--- src/rtl/spi_dev_arb_rr_pkg.sv ---
// spi_dev_arb_rr shared definitions.
// Arbiter FSM encoding, selection policies and select-width helper.
package spi_dev_arb_rr_pkg;

    typedef enum logic [1:0] {
        ST_IDLE  = 2'd0,
        ST_REQ   = 2'd1,
        ST_GRANT = 2'd2
    } arb_state_t;

    localparam int MODE_FIXED = 0;
    localparam int MODE_RR    = 1;

    function automatic int sel_w(input int n);
        return (n > 1) ? $clog2(n) : 1;
    endfunction

endpackage

--- src/rtl/spi_dev_arb_rr_pick.sv ---
// Rotating priority picker: first eligible channel at or above i_base.
// Double-width rotate, then lowest-bit priority encode.
module spi_dev_arb_rr_pick
    import spi_dev_arb_rr_pkg::*;
#(
    parameter  int N  = 4,
    localparam int SW = sel_w(N)
) (
    input  logic [N-1:0]  i_elig,
    input  logic [SW-1:0] i_base,
    output logic [N-1:0]  o_onehot,
    output logic [SW-1:0] o_idx
);

    logic [N-1:0] w_rot;
    logic         w_found;
    int           w_off;
    int           w_sum;

    always_comb begin
        w_rot   = N'({i_elig, i_elig} >> i_base);
        w_found = 1'b0;
        w_off   = 0;
        for (int i = 0; i < N; i++) begin
            if (!w_found && w_rot[i]) begin
                w_found = 1'b1;
                w_off   = i;
            end
        end
        w_sum = int'(i_base) + w_off;
        if (w_sum >= N) begin
            w_sum = w_sum - N;
        end
        o_idx    = SW'(w_sum);
        o_onehot = w_found ? (N'(1) << w_sum) : '0;
    end

endmodule

--- src/rtl/spi_dev_arb_rr.sv ---
// N-way response arbiter between SPI responders and spi_dev_proto.
// Fixed or round-robin selection, mask, pw_end release, grant watchdog.
module spi_dev_arb_rr
    import spi_dev_arb_rr_pkg::*;
#(
    parameter  int N         = 4,
    parameter  int MODE      = MODE_RR,
    parameter  int TIMEOUT_W = 8,
    localparam int SW        = sel_w(N)
) (
    input  logic           clk,
    input  logic           rst,
    output logic           us_req,
    input  logic           us_gnt,
    output logic [7:0]     us_rdata,
    output logic           us_rstb,
    input  logic [N-1:0]   ds_req,
    output logic [N-1:0]   ds_gnt,
    input  logic [8*N-1:0] ds_rdata,
    input  logic [N-1:0]   ds_rstb,
    input  logic [N-1:0]   ds_mask,
    input  logic           pw_end,
    output logic [SW-1:0]  sel,
    output logic           timeout_stb
);

    arb_state_t    r_state, w_state_nxt;
    logic [SW-1:0] r_sel, w_sel_nxt;
    logic [SW-1:0] r_ptr, w_ptr_nxt;
    logic [N-1:0]  r_oh, w_oh_nxt;
    logic [N-1:0]  r_gnt, w_gnt_nxt;
    logic          r_us_req, w_us_req_nxt;
    logic [7:0]    r_rdata, w_rdata_nxt;
    logic          r_rstb, w_rstb_nxt;
    logic          r_tstb, w_tstb_nxt;

    logic [N-1:0]  w_elig;
    logic [N-1:0]  w_win_oh;
    logic [SW-1:0] w_win_idx;
    logic [SW-1:0] w_base;
    logic          w_req_s;
    logic          w_msk_s;
    logic          w_stb_s;
    logic [7:0]    w_dat_s;
    logic          w_wd_exp;

    assign w_elig = ds_req & ds_mask;
    assign w_base = (MODE == MODE_RR && N > 1) ? r_ptr : '0;

    spi_dev_arb_rr_pick #(
        .N (N)
    ) u_pick (
        .i_elig   (w_elig),
        .i_base   (w_base),
        .o_onehot (w_win_oh),
        .o_idx    (w_win_idx)
    );

    // One-hot owner drives all per-channel muxes
    assign w_req_s = |(ds_req & r_oh);
    assign w_msk_s = |(ds_mask & r_oh);
    assign w_stb_s = |(ds_rstb & r_oh);

    always_comb begin
        w_dat_s = '0;
        for (int i = 0; i < N; i++) begin
            if (r_oh[i]) begin
                w_dat_s = ds_rdata[8*i +: 8];
            end
        end
    end

    // Counter sits at zero outside GRANT, so entry always starts fresh
    generate
        if (TIMEOUT_W > 0) begin : g_wd
            logic [TIMEOUT_W-1:0] r_wd;

            always_ff @(posedge clk) begin
                if (rst || r_state != ST_GRANT || w_stb_s) begin
                    r_wd <= '0;
                end else if (r_wd != '1) begin
                    r_wd <= r_wd + TIMEOUT_W'(1);
                end
            end

            assign w_wd_exp = (r_state == ST_GRANT) && !w_stb_s && (&r_wd);
        end else begin : g_no_wd
            assign w_wd_exp = 1'b0;
        end
    endgenerate

    always_comb begin
        w_state_nxt  = r_state;
        w_sel_nxt    = r_sel;
        w_ptr_nxt    = r_ptr;
        w_oh_nxt     = r_oh;
        w_gnt_nxt    = r_gnt;
        w_us_req_nxt = r_us_req;
        w_rdata_nxt  = r_rdata;
        w_rstb_nxt   = 1'b0;
        w_tstb_nxt   = 1'b0;
        unique case (r_state)
            ST_IDLE: begin
                if (|w_elig) begin
                    w_sel_nxt    = w_win_idx;
                    w_oh_nxt     = w_win_oh;
                    w_us_req_nxt = 1'b1;
                    w_state_nxt  = ST_REQ;
                end
            end
            ST_REQ: begin
                if (!w_req_s || !w_msk_s || pw_end) begin
                    w_us_req_nxt = 1'b0;
                    w_state_nxt  = ST_IDLE;
                end else if (us_gnt) begin
                    w_gnt_nxt   = r_oh;
                    w_state_nxt = ST_GRANT;
                end
            end
            ST_GRANT: begin
                w_rdata_nxt = w_dat_s;
                w_rstb_nxt  = w_stb_s;
                if (!w_req_s || !us_gnt || pw_end || w_wd_exp) begin
                    w_gnt_nxt    = '0;
                    w_us_req_nxt = 1'b0;
                    w_tstb_nxt   = w_wd_exp;
                    w_state_nxt  = ST_IDLE;
                    if (MODE == MODE_RR) begin
                        w_ptr_nxt = (r_sel == SW'(N - 1)) ? '0
                                  : r_sel + SW'(1);
                    end
                end
            end
            default: begin
                w_gnt_nxt    = '0;
                w_us_req_nxt = 1'b0;
                w_state_nxt  = ST_IDLE;
            end
        endcase
    end

    always_ff @(posedge clk) begin
        if (rst) begin
            r_state  <= ST_IDLE;
            r_sel    <= '0;
            r_ptr    <= '0;
            r_oh     <= '0;
            r_gnt    <= '0;
            r_us_req <= 1'b0;
            r_rdata  <= '0;
            r_rstb   <= 1'b0;
            r_tstb   <= 1'b0;
        end else begin
            r_state  <= w_state_nxt;
            r_sel    <= w_sel_nxt;
            r_ptr    <= w_ptr_nxt;
            r_oh     <= w_oh_nxt;
            r_gnt    <= w_gnt_nxt;
            r_us_req <= w_us_req_nxt;
            r_rdata  <= w_rdata_nxt;
            r_rstb   <= w_rstb_nxt;
            r_tstb   <= w_tstb_nxt;
        end
    end

    assign us_req      = r_us_req;
    assign ds_gnt      = r_gnt;
    assign us_rdata    = r_rdata;
    assign us_rstb     = r_rstb;
    assign sel         = r_sel;
    assign timeout_stb = r_tstb;

endmodule

--- config.mk ---
export PLATFORM = sky130hd
export DESIGN_NAME = spi_dev_arb_rr
export DESIGN_NICKNAME = d
export VERILOG_FILES = /design/src/rtl/spi_dev_arb_rr_pkg.sv /design/src/rtl/spi_dev_arb_rr_pick.sv /design/src/rtl/spi_dev_arb_rr.sv
export SDC_FILE = /design/constraint.sdc
export NUM_CORES = 1
export LEC_CHECK = 0
export BUFFER_PORTS_ARGS = -buffer_cell sky130_fd_sc_hd__buf_2
export CAP_MARGIN = 20
export CORE_UTILIZATION = 46
export DETAILED_ROUTE_END_ITERATION = 10
export HOLD_SLACK_MARGIN = 0.1
export PLACE_DENSITY_LB_ADDON = 0.3
export SYNTH_ARGS = -nofsm -noshare
export SYNTH_HDL_FRONTEND = slang
export SYNTH_SLANG_ARGS = --single-unit
--- constraint.sdc ---
create_clock -name clk -period 3.1 [get_ports clk]
set_input_delay 0.62 -clock clk [delete_from_list [all_inputs] [get_ports clk]]
set_output_delay 0.62 -clock clk [all_outputs]
set_load 0.1 [all_outputs]
==> report_table.html, run 1 <==
<table>
<tr><th>Metric</th><th>Value</th></tr>
<tr><th colspan="2">Run status</th></tr>
<tr><td>Run status</td><td>complete, no violations</td></tr>
<tr><th colspan="2">Min path</th></tr>
<tr><td>Hold Crit Class</td><td>reg2reg</td></tr>
<tr><td>Hold Path Origin</td><td>us_req$_SDFFE_PP0P_</td></tr>
<tr><th colspan="2">STA</th></tr>
<tr><td>RSZ-0062 raised after global routing</td><td>no</td></tr>
<tr><td>Worst Setup Slack, final</td><td>between 0.9 and 1 ns</td></tr>
<tr><td>Final-report hold violation count</td><td>0</td></tr>
<tr><td>Finish-stage setup viols</td><td>0</td></tr>
<tr><td>Timing-limited maximum frequency</td><td>458 MHz</td></tr>
<tr><td>Crit path time final</td><td>roughly 2.2 ns</td></tr>
<tr><td>Worst hold margin</td><td>0.463 ns</td></tr>
<tr><td>Setup Total Neg Slack</td><td>0 ns</td></tr>
<tr><td>Worst slew slack as a fraction of its limit</td><td>0.576</td></tr>
<tr><td>Largest clock skew in the final design</td><td>between 0.004 and 0.005 ns</td></tr>
<tr><td>Worst Tran Pin Value</td><td>between 0.6 and 0.7 ns</td></tr>
<tr><td>Count of pins over their slew limit</td><td>0</td></tr>
<tr><td>Tcrit/Tclk final</td><td>0.704</td></tr>
<tr><th colspan="2">Clock tree</th></tr>
<tr><td>Number of buffers added by the clock tree synthesis step</td><td>5</td></tr>
<tr><td>CTS max path bufs</td><td>2</td></tr>
<tr><td>Clock transition at the registers of the reported paths</td><td>around 0.070 ns</td></tr>
<tr><td>Cell at the root of the clock tree</td><td>sky130_fd_sc_hd__clkbuf_8</td></tr>
<tr><td>Count of H-tree levels built during CTS</td><td>2</td></tr>
<tr><td>Number of sinks on the clock net</td><td>33</td></tr>
<tr><td>CTS tree</td><td>done</td></tr>
<tr><td>Hold-fix buffers, CTS</td><td>0</td></tr>
<tr><td>Number of resized instances in the post-cts repair step</td><td>0</td></tr>
<tr><td>Clock Latency Late Sink</td><td>0.28 ns</td></tr>
<tr><td>Post-CTS Setup Repair Bufs</td><td>0</td></tr>
<tr><th colspan="2">Floorplanning</th></tr>
<tr><td>Die Footprint</td><td>4220 um2</td></tr>
<tr><td>Y dimension of the die</td><td>roughly 65 um</td></tr>
<tr><td>Boundary Pins</td><td>65</td></tr>
<tr><td>Area of the placeable core</td><td>approximately 3700 um2</td></tr>
<tr><td>Die width</td><td>approximately 65 um</td></tr>
<tr><td>Number of cell rows</td><td>22</td></tr>
<tr><td>Effective utilization at floorplan</td><td>0.487</td></tr>
<tr><th colspan="2">Placement</th></tr>
<tr><td>Routability congestion estimate</td><td>approximately 0.9</td></tr>
<tr><td>Placed standard-cell area</td><td>between 2000 and 2500 um2</td></tr>
<tr><td>Pre-CTS WS</td><td>between 0.8 and 0.9 ns</td></tr>
<tr><td>IO Port Bufs</td><td>between 60 and 70</td></tr>
<tr><td>Detailed Place HPWL</td><td>around 3.3 mm</td></tr>
<tr><td>Number of instances in the placed design</td><td>~320</td></tr>
<tr><th colspan="2">Routing</th></tr>
<tr><td>Number of DRC markers in iteration 0</td><td>75</td></tr>
<tr><td>Routed wirelength normalized by instance count</td><td>approximately 14 um</td></tr>
<tr><td>Antenna viol nets, final</td><td>0</td></tr>
<tr><td>Via count</td><td>approximately 1800</td></tr>
<tr><td>Detailed-router iteration count before antenna repair</td><td>4</td></tr>
<tr><td>Final Routed Wirelength</td><td>4.43 mm</td></tr>
<tr><td>DR DRC count</td><td>0</td></tr>
<tr><td>Mean number of vias per cell</td><td>around 5.6</td></tr>
<tr><th colspan="2">Layout</th></tr>
<tr><td>Area grow syn2layout</td><td>23.3%</td></tr>
<tr><td>Fill count</td><td>360</td></tr>
<tr><td>Area of combinational cells with multiple inputs</td><td>1090 um2</td></tr>
<tr><td>Antenna cells</td><td>0</td></tr>
<tr><td>Non-Filler Instances</td><td>between 300 and 400</td></tr>
<tr><td>Proportion of layout cells with a drive suffix above 1</td><td>0.309</td></tr>
<tr><td>Total non-filler cell area in the finished layout</td><td>2250 um2</td></tr>
<tr><td># nets final</td><td>328</td></tr>
<tr><td>Fraction of the core area covered by cells at the end of the flow</td><td>0.600</td></tr>
<tr><td>FF+latch area</td><td>between 600 and 700 um2</td></tr>
<tr><th colspan="2">Global routing</th></tr>
<tr><td>Wire length of the first global-routing pass</td><td>7.20 mm</td></tr>
<tr><td>Initial antenna violation count</td><td>0</td></tr>
<tr><td>Vias in the first global route</td><td>1618</td></tr>
<tr><td>Maximum number of pins on one net before global-route repair</td><td>28</td></tr>
<tr><td>All-layer global routing usage</td><td>0.222</td></tr>
<tr><td>Remaining global-route overflow</td><td>0</td></tr>
<tr><th colspan="2">Worst setup path</th></tr>
<tr><td>Kind of start point of the critical path</td><td>flop</td></tr>
<tr><td>Crit path required time</td><td>roughly 3.3 ns</td></tr>
<tr><td>Crit. End Element</td><td>flop</td></tr>
<tr><td>CP max FO</td><td>13</td></tr>
<tr><td>Startpoint of the most critical setup path</td><td>r_ptr[0]$_SDFFE_PP0P_</td></tr>
<tr><td>Reg-to-Reg Start</td><td>r_ptr[0]$_SDFFE_PP0P_</td></tr>
<tr><td>Startpoint-to-endpoint class of the critical path</td><td>reg2reg</td></tr>
<tr><td>Arrival @ worst endpoint</td><td>~2.4 ns</td></tr>
<tr><th colspan="2">Synth</th></tr>
<tr><td>Fraction of synthesis flops using an asynchronous set or reset pin</td><td>0</td></tr>
<tr><td>Seq/Total Area, Yosys</td><td>0.362</td></tr>
<tr><td>Main flop type after synthesis</td><td>sky130_fd_sc_hd__dfxtp_1</td></tr>
<tr><td>Top cell type by total area after synthesis</td><td>sky130_fd_sc_hd__dfxtp_1</td></tr>
<tr><td>Synth area leaders</td><td>sky130_fd_sc_hd__dfxtp_1 36%, sky130_fd_sc_hd__nor2_1 6.4%, sky130_fd_sc_hd__a21oi_1 5.8%, sky130_fd_sc_hd__a211oi_1 4.1%, sky130_fd_sc_hd__a221oi_1 3.8%</td></tr>
<tr><td>Post-synth design cell area</td><td>roughly 1800 um2</td></tr>
<tr><td>EDFF count, synth</td><td>0</td></tr>
<tr><td>Number of distinct standard cells referenced by the synthesized netlist</td><td>46</td></tr>
<tr><td>Register bit count reported by yosys</td><td>33</td></tr>
<tr><td>Gate Count Post-Synth</td><td>~220</td></tr>
<tr><td>Portion of synthesized cell area occupied by the leading cell type</td><td>0.362</td></tr>
<tr><td>Number of nets produced by synthesis</td><td>~270</td></tr>
<tr><td>Count of warnings emitted by yosys</td><td>0</td></tr>
<tr><td>Mean instance size in the synthesized netlist</td><td>between 8 and 9 um2</td></tr>
<tr><th colspan="2">Power and ir drop</th></tr>
<tr><td>Leak pwr</td><td>between 0.8 and 0.9 nW</td></tr>
<tr><td>Design Power</td><td>between 1 and 1.5 mW</td></tr>
<tr><td>Power density normalized to cell area</td><td>around 480 nW/um2</td></tr>
<tr><td>Worst IR Drop VDD</td><td>0.260 mV</td></tr>
<tr><th colspan="2">Flow run</th></tr>
<tr><td>Maxcap violations</td><td>0</td></tr>
</table>
-- critical path, cell delays in order, from the launching register on --
cell                      delay (ns)
sky130_fd_sc_hd__dfxtp_1        0.58
sky130_fd_sc_hd__nand3_1        0.22
sky130_fd_sc_hd__o21a_1         0.16
sky130_fd_sc_hd__a21oi_1        0.15
sky130_fd_sc_hd__a21oi_1        0.06
sky130_fd_sc_hd__o32ai_1        0.13
sky130_fd_sc_hd__ha_1           0.29
sky130_fd_sc_hd__or3_1          0.39
sky130_fd_sc_hd__o32ai_1        0.11
-- per-layer routing --
layer  global-route usage  wire length (um)  share of wire
met5                    0                 0              0
met4               0.0944                50          0.011
met3               0.0423               369          0.083
met2                0.357              1870           0.42
met1                0.287              2150           0.48
-- synth_stat cells (2+ instances only) --
library cell,number
sky130_fd_sc_hd__mux2i_1,2
sky130_fd_sc_hd__dfxtp_1,33
sky130_fd_sc_hd__ha_1,3
sky130_fd_sc_hd__a211oi_1,10
sky130_fd_sc_hd__xnor2_1,2
sky130_fd_sc_hd__nand4_1,9
sky130_fd_sc_hd__nand3b_1,5
sky130_fd_sc_hd__a221oi_1,8
sky130_fd_sc_hd__o21ai_1,3
sky130_fd_sc_hd__xor2_1,3
sky130_fd_sc_hd__buf_6,2
sky130_fd_sc_hd__nand2_1,12
sky130_fd_sc_hd__and4_1,2
sky130_fd_sc_hd__a21oi_1,21
sky130_fd_sc_hd__o21ai_0,5
sky130_fd_sc_hd__a22oi_1,4
sky130_fd_sc_hd__o32ai_1,2
sky130_fd_sc_hd__nor3_1,9
sky130_fd_sc_hd__clkbuf_1,5
sky130_fd_sc_hd__nand3_1,12
sky130_fd_sc_hd__nor2b_1,2
sky130_fd_sc_hd__a22oi_2,2
sky130_fd_sc_hd__inv_2,2
sky130_fd_sc_hd__nor2_1,31
sky130_fd_sc_hd__buf_2,4
sky130_fd_sc_hd__and3_1,3
sky130_fd_sc_hd__o21a_1,2
-- final cells by class --
| cell class | instances | area share |
|---|---|---|
| inverters | 2 | 0.00334 |
| flip-flops and latches | 33 | 0.294 |
| clock buffers | 7 | 0.0429 |
| well taps | 48 | 0.0267 |
| clock inverters | 1 | 0.00223 |
| repair buffers | 65 | 0.146 |
| multi-input cells | 170 | 0.485 |
-- power breakdown --
part / leakage, nW / total, mW / switching [mW] / internal, mW
Clock: 0.0542 / 0.349 / 0.148 / 0.200
Combinational: 0.568 / 0.251 / 0.167 / 0.0840
Sequential: 0.268 / 0.468 / 0.0273 / 0.441
-- kinds of logic after synthesis --
| kind of cell | count (synthesis) | synth area share |
|---|---|---|
| fa+ha+maj | 4 | 0.0268 |
| compound gates | 66 | 0.268 |
| xor+xnor | 6 | 0.0330 |
| flops | 33 | 0.362 |
| buf+inv | 14 | 0.0398 |
| simple gates | 92 | 0.259 |
| mux | 2 | 0.0110 |
-- cell usage in the layout, fill, tap and decap left out, types with 3 or more instances in the layout --
cell type | netlist | final
sky130_fd_sc_hd__o21ai_0 | 5 | 5
sky130_fd_sc_hd__nand2_1 | 12 | 12
sky130_fd_sc_hd__buf_2 | 4 | 64
sky130_fd_sc_hd__clkbuf_8 | 0 | 7
sky130_fd_sc_hd__xor2_1 | 3 | 3
sky130_fd_sc_hd__nand4_1 | 9 | 9
sky130_fd_sc_hd__dfxtp_1 | 33 | 33
sky130_fd_sc_hd__a21oi_1 | 21 | 21
sky130_fd_sc_hd__a22oi_1 | 4 | 4
sky130_fd_sc_hd__nand3b_1 | 5 | 5
sky130_fd_sc_hd__nor2_1 | 31 | 31
sky130_fd_sc_hd__nor3_1 | 9 | 9
sky130_fd_sc_hd__nand3_1 | 12 | 12
sky130_fd_sc_hd__ha_1 | 3 | 3
sky130_fd_sc_hd__a211oi_1 | 10 | 10
sky130_fd_sc_hd__and3_1 | 3 | 3
sky130_fd_sc_hd__a221oi_1 | 8 | 8
sky130_fd_sc_hd__o21ai_1 | 3 | 3
-- worst paths after layout --
| check | endpoint | slack (ns) | cells after the start |
|---|---|---|---|
| max | r_oh[2]$_SDFFE_PP0P_ | 0.92 | 8 |
| min | us_req$_SDFFE_PP0P_ | 0.46 | 1 |
| max reg2reg | r_oh[2]$_SDFFE_PP0P_ | 0.92 | 8 |
| min reg2reg | us_req$_SDFFE_PP0P_ | 0.46 | 1 |
-- registers in the layout (all words and copies together), names as in the netlist --
name	cells
ds_gnt	4
g_wd.r_wd	8
r_oh	4
r_ptr	2
r_state	2
sel	2
timeout_stb	1
us_rdata	8
us_req	1
us_rstb	1
Note: power is estimated with default switching activity, not from simulation.
==> run 2, diff against run 1 <==
--- a/config.mk
+++ b/config.mk
@@ -5,9 +5,10 @@
 export SDC_FILE = /design/constraint.sdc
 export NUM_CORES = 1
 export LEC_CHECK = 0
+export ABC_AREA = 1
 export BUFFER_PORTS_ARGS = -buffer_cell sky130_fd_sc_hd__buf_2
 export CAP_MARGIN = 20
-export CORE_UTILIZATION = 46
+export CORE_UTILIZATION = 45
 export DETAILED_ROUTE_END_ITERATION = 10
 export HOLD_SLACK_MARGIN = 0.1
 export PLACE_DENSITY_LB_ADDON = 0.3
==> constraint.sdc (replaced) <==
create_clock -name clk -period 1.85 [get_ports clk]
set_input_delay 0.37 -clock clk [delete_from_list [all_inputs] [get_ports clk]]
set_output_delay 0.37 -clock clk [all_outputs]
set_load 0.1 [all_outputs]
==> run 2 against run 1 <==
Compared with the run above: non-clock buffer count is 13 higher; register-to-register slack worse by 0.90 ns; first-iteration DRC count is 6.7% higher; clock power is 46% higher; global-route usage hardly changed; flip-flop and latch count stayed put; critical path type unchanged; setup slack worse by 0.90 ns; critical endpoint unchanged; sequential share of layout area is 2.3 points lower; die area is 4.3% higher; largest power group unchanged.
==> report_table.html, run 2 <==
<table>
<tr><th>Metric</th><th>Value</th></tr>
<tr><th colspan="2">Synth</th></tr>
<tr><td>Synth area leaders</td><td>sky130_fd_sc_hd__dfxtp_1 35%, sky130_fd_sc_hd__nand2_1 17%, sky130_fd_sc_hd__a21oi_1 9.4%, sky130_fd_sc_hd__o21ai_0 5.1%, sky130_fd_sc_hd__nand3_1 4.8%</td></tr>
<tr><td>EDFF count, synth</td><td>0</td></tr>
<tr><td>Gate Count Post-Synth</td><td>around 270</td></tr>
<tr><td>Count of warnings emitted by yosys</td><td>0</td></tr>
<tr><td>Synth Area in Compound Gates</td><td>0.206</td></tr>
<tr><td>Synthesized-area fraction occupied by xor and xnor cells</td><td>0.0235</td></tr>
<tr><td>Seq/Total Area, Yosys</td><td>0.355</td></tr>
<tr><td>Top cell type by total area after synthesis</td><td>sky130_fd_sc_hd__dfxtp_1</td></tr>
<tr><td>Main combinational cell family by area after synthesis</td><td>simple AND/OR/NAND/NOR gates</td></tr>
<tr><td>Synthesized-area fraction occupied by and/or/nand/nor cells</td><td>0.340</td></tr>
<tr><td>Commonest cells post-synth</td><td>82 x sky130_fd_sc_hd__nand2_1, 35 x sky130_fd_sc_hd__a21oi_1, 33 x sky130_fd_sc_hd__dfxtp_1, 23 x sky130_fd_sc_hd__nor2_1, 19 x sky130_fd_sc_hd__o21ai_0</td></tr>
<tr><td>Mean instance size in the synthesized netlist</td><td>6.85 um2</td></tr>
<tr><td>Mux cell area share after synthesis</td><td>0</td></tr>
<tr><td>Most instantiated library cell after synthesis</td><td>sky130_fd_sc_hd__nand2_1</td></tr>
<tr><td>Number of distinct standard cells referenced by the synthesized netlist</td><td>31</td></tr>
<tr><td>Post-synth design cell area</td><td>about 1900 um2</td></tr>
<tr><td>Adder-cell area share of the yosys netlist</td><td>0.0201</td></tr>
<tr><td>Number of nets produced by synthesis</td><td>roughly 320</td></tr>
<tr><td>Fraction of synthesis flops using an asynchronous set or reset pin</td><td>0</td></tr>
<tr><td>Main flop type after synthesis</td><td>sky130_fd_sc_hd__dfxtp_1</td></tr>
<tr><td>Portion of synthesized cell area occupied by the leading cell type</td><td>0.355</td></tr>
<tr><td>Register bit count reported by yosys</td><td>33</td></tr>
<tr><th colspan="2">Layout</th></tr>
<tr><td>Area grow syn2layout</td><td>31.2%</td></tr>
<tr><td>Fill count</td><td>~370</td></tr>
<tr><td>Total non-filler cell area in the finished layout</td><td>2440 um2</td></tr>
<tr><td>Most used cells in the layout excluding fill and tap cells</td><td>77 x sky130_fd_sc_hd__nand2_1, 64 x sky130_fd_sc_hd__buf_2, 34 x sky130_fd_sc_hd__a21oi_1, 32 x sky130_fd_sc_hd__dfxtp_1, 23 x sky130_fd_sc_hd__nor2_1</td></tr>
<tr><td>Antenna cells</td><td>0</td></tr>
<tr><td># nets final</td><td>401</td></tr>
<tr><td>Fraction of the core area covered by cells at the end of the flow</td><td>0.611</td></tr>
<tr><td>Leading cell type in the layout, fill and taps excluded</td><td>sky130_fd_sc_hd__nand2_1</td></tr>
<tr><td>Proportion of layout cells with a drive suffix above 1</td><td>0.316</td></tr>
<tr><td>Non-Filler Instances</td><td>401</td></tr>
<tr><th colspan="2">Worst setup path</th></tr>
<tr><td>Cell type of the slowest stage on the worst timing path</td><td>sky130_fd_sc_hd__dfxtp_2</td></tr>
<tr><td>Arrival @ worst endpoint</td><td>2.06 ns</td></tr>
<tr><td>Stage delay of the slowest cell on the critical path</td><td>between 0.3 and 0.4 ns</td></tr>
<tr><td>Kind of start point of the critical path</td><td>flop</td></tr>
<tr><td>CP max FO</td><td>4</td></tr>
<tr><td>Crit. End Element</td><td>flop</td></tr>
<tr><td>Startpoint-to-endpoint class of the critical path</td><td>reg2reg</td></tr>
<tr><td>CP Cell Sequence</td><td>buf_6 -&gt; nand2_2 -&gt; nand2_1 -&gt; nand2_1 -&gt; nand2_1 -&gt; a31oi_1 -&gt; nor2_1 -&gt; ha_2 -&gt; xor2_2 -&gt; inv_1 -&gt; nand3_2 -&gt; nand2_2 -&gt; nand3_2 -&gt; a21oi_2</td></tr>
<tr><td>Most numerous cell on the critical path</td><td>sky130_fd_sc_hd__nand2_1</td></tr>
<tr><td>Path depth of the worst reg2reg path</td><td>14</td></tr>
<tr><td>Crit path required time</td><td>~2.1 ns</td></tr>
<tr><th colspan="2">Global routing</th></tr>
<tr><td>Remaining global-route overflow</td><td>0</td></tr>
<tr><td>Initial antenna violation count</td><td>0</td></tr>
<tr><td>Maximum number of pins on one net before global-route repair</td><td>19</td></tr>
<tr><td>Wire length of the first global-routing pass</td><td>roughly 7.4 mm</td></tr>
<tr><td>All-layer global routing usage</td><td>0.222</td></tr>
<tr><td>Vias in the first global route</td><td>1776</td></tr>
<tr><th colspan="2">STA</th></tr>
<tr><td>Largest clock skew in the final design</td><td>roughly 0.0047 ns</td></tr>
<tr><td>Worst slew slack as a fraction of its limit</td><td>0.674</td></tr>
<tr><td>Crit path time final</td><td>around 1.8 ns</td></tr>
<tr><td>Tcrit/Tclk final</td><td>0.992</td></tr>
<tr><td>RSZ-0062 raised after global routing</td><td>yes</td></tr>
<tr><td>Finish-stage setup viols</td><td>0</td></tr>
<tr><td>Worst hold margin</td><td>0.373 ns</td></tr>
<tr><td>Count of pins over their slew limit</td><td>0</td></tr>
<tr><td>Worst Tran Pin Value</td><td>around 0.5 ns</td></tr>
<tr><td>Final-report hold violation count</td><td>0</td></tr>
<tr><td>Timing-limited maximum frequency</td><td>545 MHz</td></tr>
<tr><th colspan="2">Placement</th></tr>
<tr><td>IO Port Bufs</td><td>64</td></tr>
<tr><td>Placed standard-cell area</td><td>around 2300 um2</td></tr>
<tr><td>Routability congestion estimate</td><td>around 0.85</td></tr>
<tr><td>Detailed Place HPWL</td><td>3.62 mm</td></tr>
<tr><td>Number of instances in the placed design</td><td>roughly 400</td></tr>
<tr><th colspan="2">Clock tree</th></tr>
<tr><td>Hold-fix buffers, CTS</td><td>0</td></tr>
<tr><td>Cell at the root of the clock tree</td><td>sky130_fd_sc_hd__clkbuf_8</td></tr>
<tr><td>Number of sinks on the clock net</td><td>33</td></tr>
<tr><td>CTS max path bufs</td><td>2</td></tr>
<tr><td>CTS tree</td><td>done</td></tr>
<tr><td>Count of H-tree levels built during CTS</td><td>2</td></tr>
<tr><td>Number of buffers added by the clock tree synthesis step</td><td>5</td></tr>
<tr><td>Clock transition at the registers of the reported paths</td><td>roughly 0.070 ns</td></tr>
<tr><td>Clock Latency Late Sink</td><td>roughly 0.28 ns</td></tr>
<tr><th colspan="2">Run status</th></tr>
<tr><td>Run status</td><td>complete, no violations</td></tr>
<tr><th colspan="2">Routing</th></tr>
<tr><td>Final Routed Wirelength</td><td>approximately 4.8 mm</td></tr>
<tr><td>Via count</td><td>2047</td></tr>
<tr><td>Mean number of vias per cell</td><td>5.10</td></tr>
<tr><td>Routed wirelength normalized by instance count</td><td>~12 um</td></tr>
<tr><td>Antenna viol nets, final</td><td>0</td></tr>
<tr><td>DR DRC count</td><td>0</td></tr>
<tr><td>Number of DRC markers in iteration 0</td><td>80</td></tr>
<tr><td>Detailed-router iteration count before antenna repair</td><td>4</td></tr>
<tr><th colspan="2">Power and ir drop</th></tr>
<tr><td>Leak pwr</td><td>between 1 and 1.5 nW</td></tr>
<tr><td>Worst IR Drop VDD</td><td>0.447 mV</td></tr>
<tr><td>Power density normalized to cell area</td><td>approximately 830 nW/um2</td></tr>
<tr><th colspan="2">Min path</th></tr>
<tr><td>Hold Crit Depth</td><td>3</td></tr>
<tr><td>Hold Crit Class</td><td>in2reg</td></tr>
<tr><th colspan="2">Flow run</th></tr>
<tr><td>Maxcap violations</td><td>0</td></tr>
<tr><th colspan="2">Floorplanning</th></tr>
<tr><td>Die Footprint</td><td>approximately 4400 um2</td></tr>
<tr><td>Area of the placeable core</td><td>between 4000 and 5000 um2</td></tr>
<tr><td>Boundary Pins</td><td>65</td></tr>
<tr><td>Number of cell rows</td><td>23</td></tr>
<tr><td>Effective utilization at floorplan</td><td>0.466</td></tr>
<tr><td>Y dimension of the die</td><td>66.3 um</td></tr>
<tr><td>Die width</td><td>66.3 um</td></tr>
</table>
## run 2: final timing paths
path / endpoint / slack [ns] / startpoint
worst min-delay path: us_rdata[7]$_SDFFE_PP0N_ / 0.37 / ds_rdata[31]
worst max register to register: r_oh[2]$_SDFFE_PP0P_ / 0.01 / r_ptr[0]$_SDFFE_PP0P_
worst min register to register: us_req$_SDFFE_PP0P_ / 0.47 / us_req$_SDFFE_PP0P_
worst max-delay path: r_oh[2]$_SDFFE_PP0P_ / 0.01 / r_ptr[0]$_SDFFE_PP0P_
## run 2: kinds of logic after synthesis
kind of cell,count (synthesis)
adders and majority gates,3
AOI/OAI and AO/OA,69
xor gates and xnor gates,5
and+or+nand+nor,137
buffers and inverters,25
DFF,33
## run 2: report_power, final
part	switching [mW]	leakage [nW]	internal, mW	total [mW]
combinational	0.504	0.868	0.216	0.719
sequential	0.0406	0.269	0.760	0.800
clock	0.251	0.0450	0.260	0.511
total	0.795	1.18	1.24	2.03
## run 2: per-layer routing
layer / vias to the layer above / part of all wire / GRT usage
met5: - / 0 / 0
met4: 0 / 0.0097 / 0.0798
met3: 4 / 0.064 / 0.0397
met2: 81 / 0.48 / 0.388
met1: 896 / 0.45 / 0.269
li1: 1066 / - / -
## run 2: per-stage QoR
stage | power [mW] | setup slack (ns) | setup TNS, ns
finish | 2.03 | 0.0149 | 0
global route | 2.14 | -0.118 | -0.248
CTS | 2.01 | 0.0307 | 0
detailed placement | 1.51 | -0.0702 | -0.166
global placement | 1.50 | -0.0379 | -0.0461
floorplan | 1.32 | 0.153 | 0
## run 2: final cells by class
class | count | area (um2) | area share
clock inverters | 2 | 10.0 | 0.00410
repair buffers | 78 | 429 | 0.176
clock buffers | 6 | 72.6 | 0.0297
well taps | 50 | 62.6 | 0.0256
inverters | 18 | 67.6 | 0.0276
multi-input cells | 214 | 1140 | 0.466
flip-flops and latches | 33 | 662 | 0.271
## run 2: timing repair
| action | 4_1_cts | 5_1_grt |
|---|---|---|
| setup endpoints to repair | 0 | 5 |
| setup buffers | 0 | 1 |
| gates resized for setup | 0 | 14 |
## run 2: critical path: cells and delay by family (launching register included)
family,cells,cell delay [ns]
flip-flops,1,0.34
AND/OR/NAND/NOR,8,0.57
buffers and inverters,2,0.21
XOR/XNOR,1,0.15
adder cells (fa/ha/maj),1,0.19
AO/OA/AOI/OAI,2,0.30
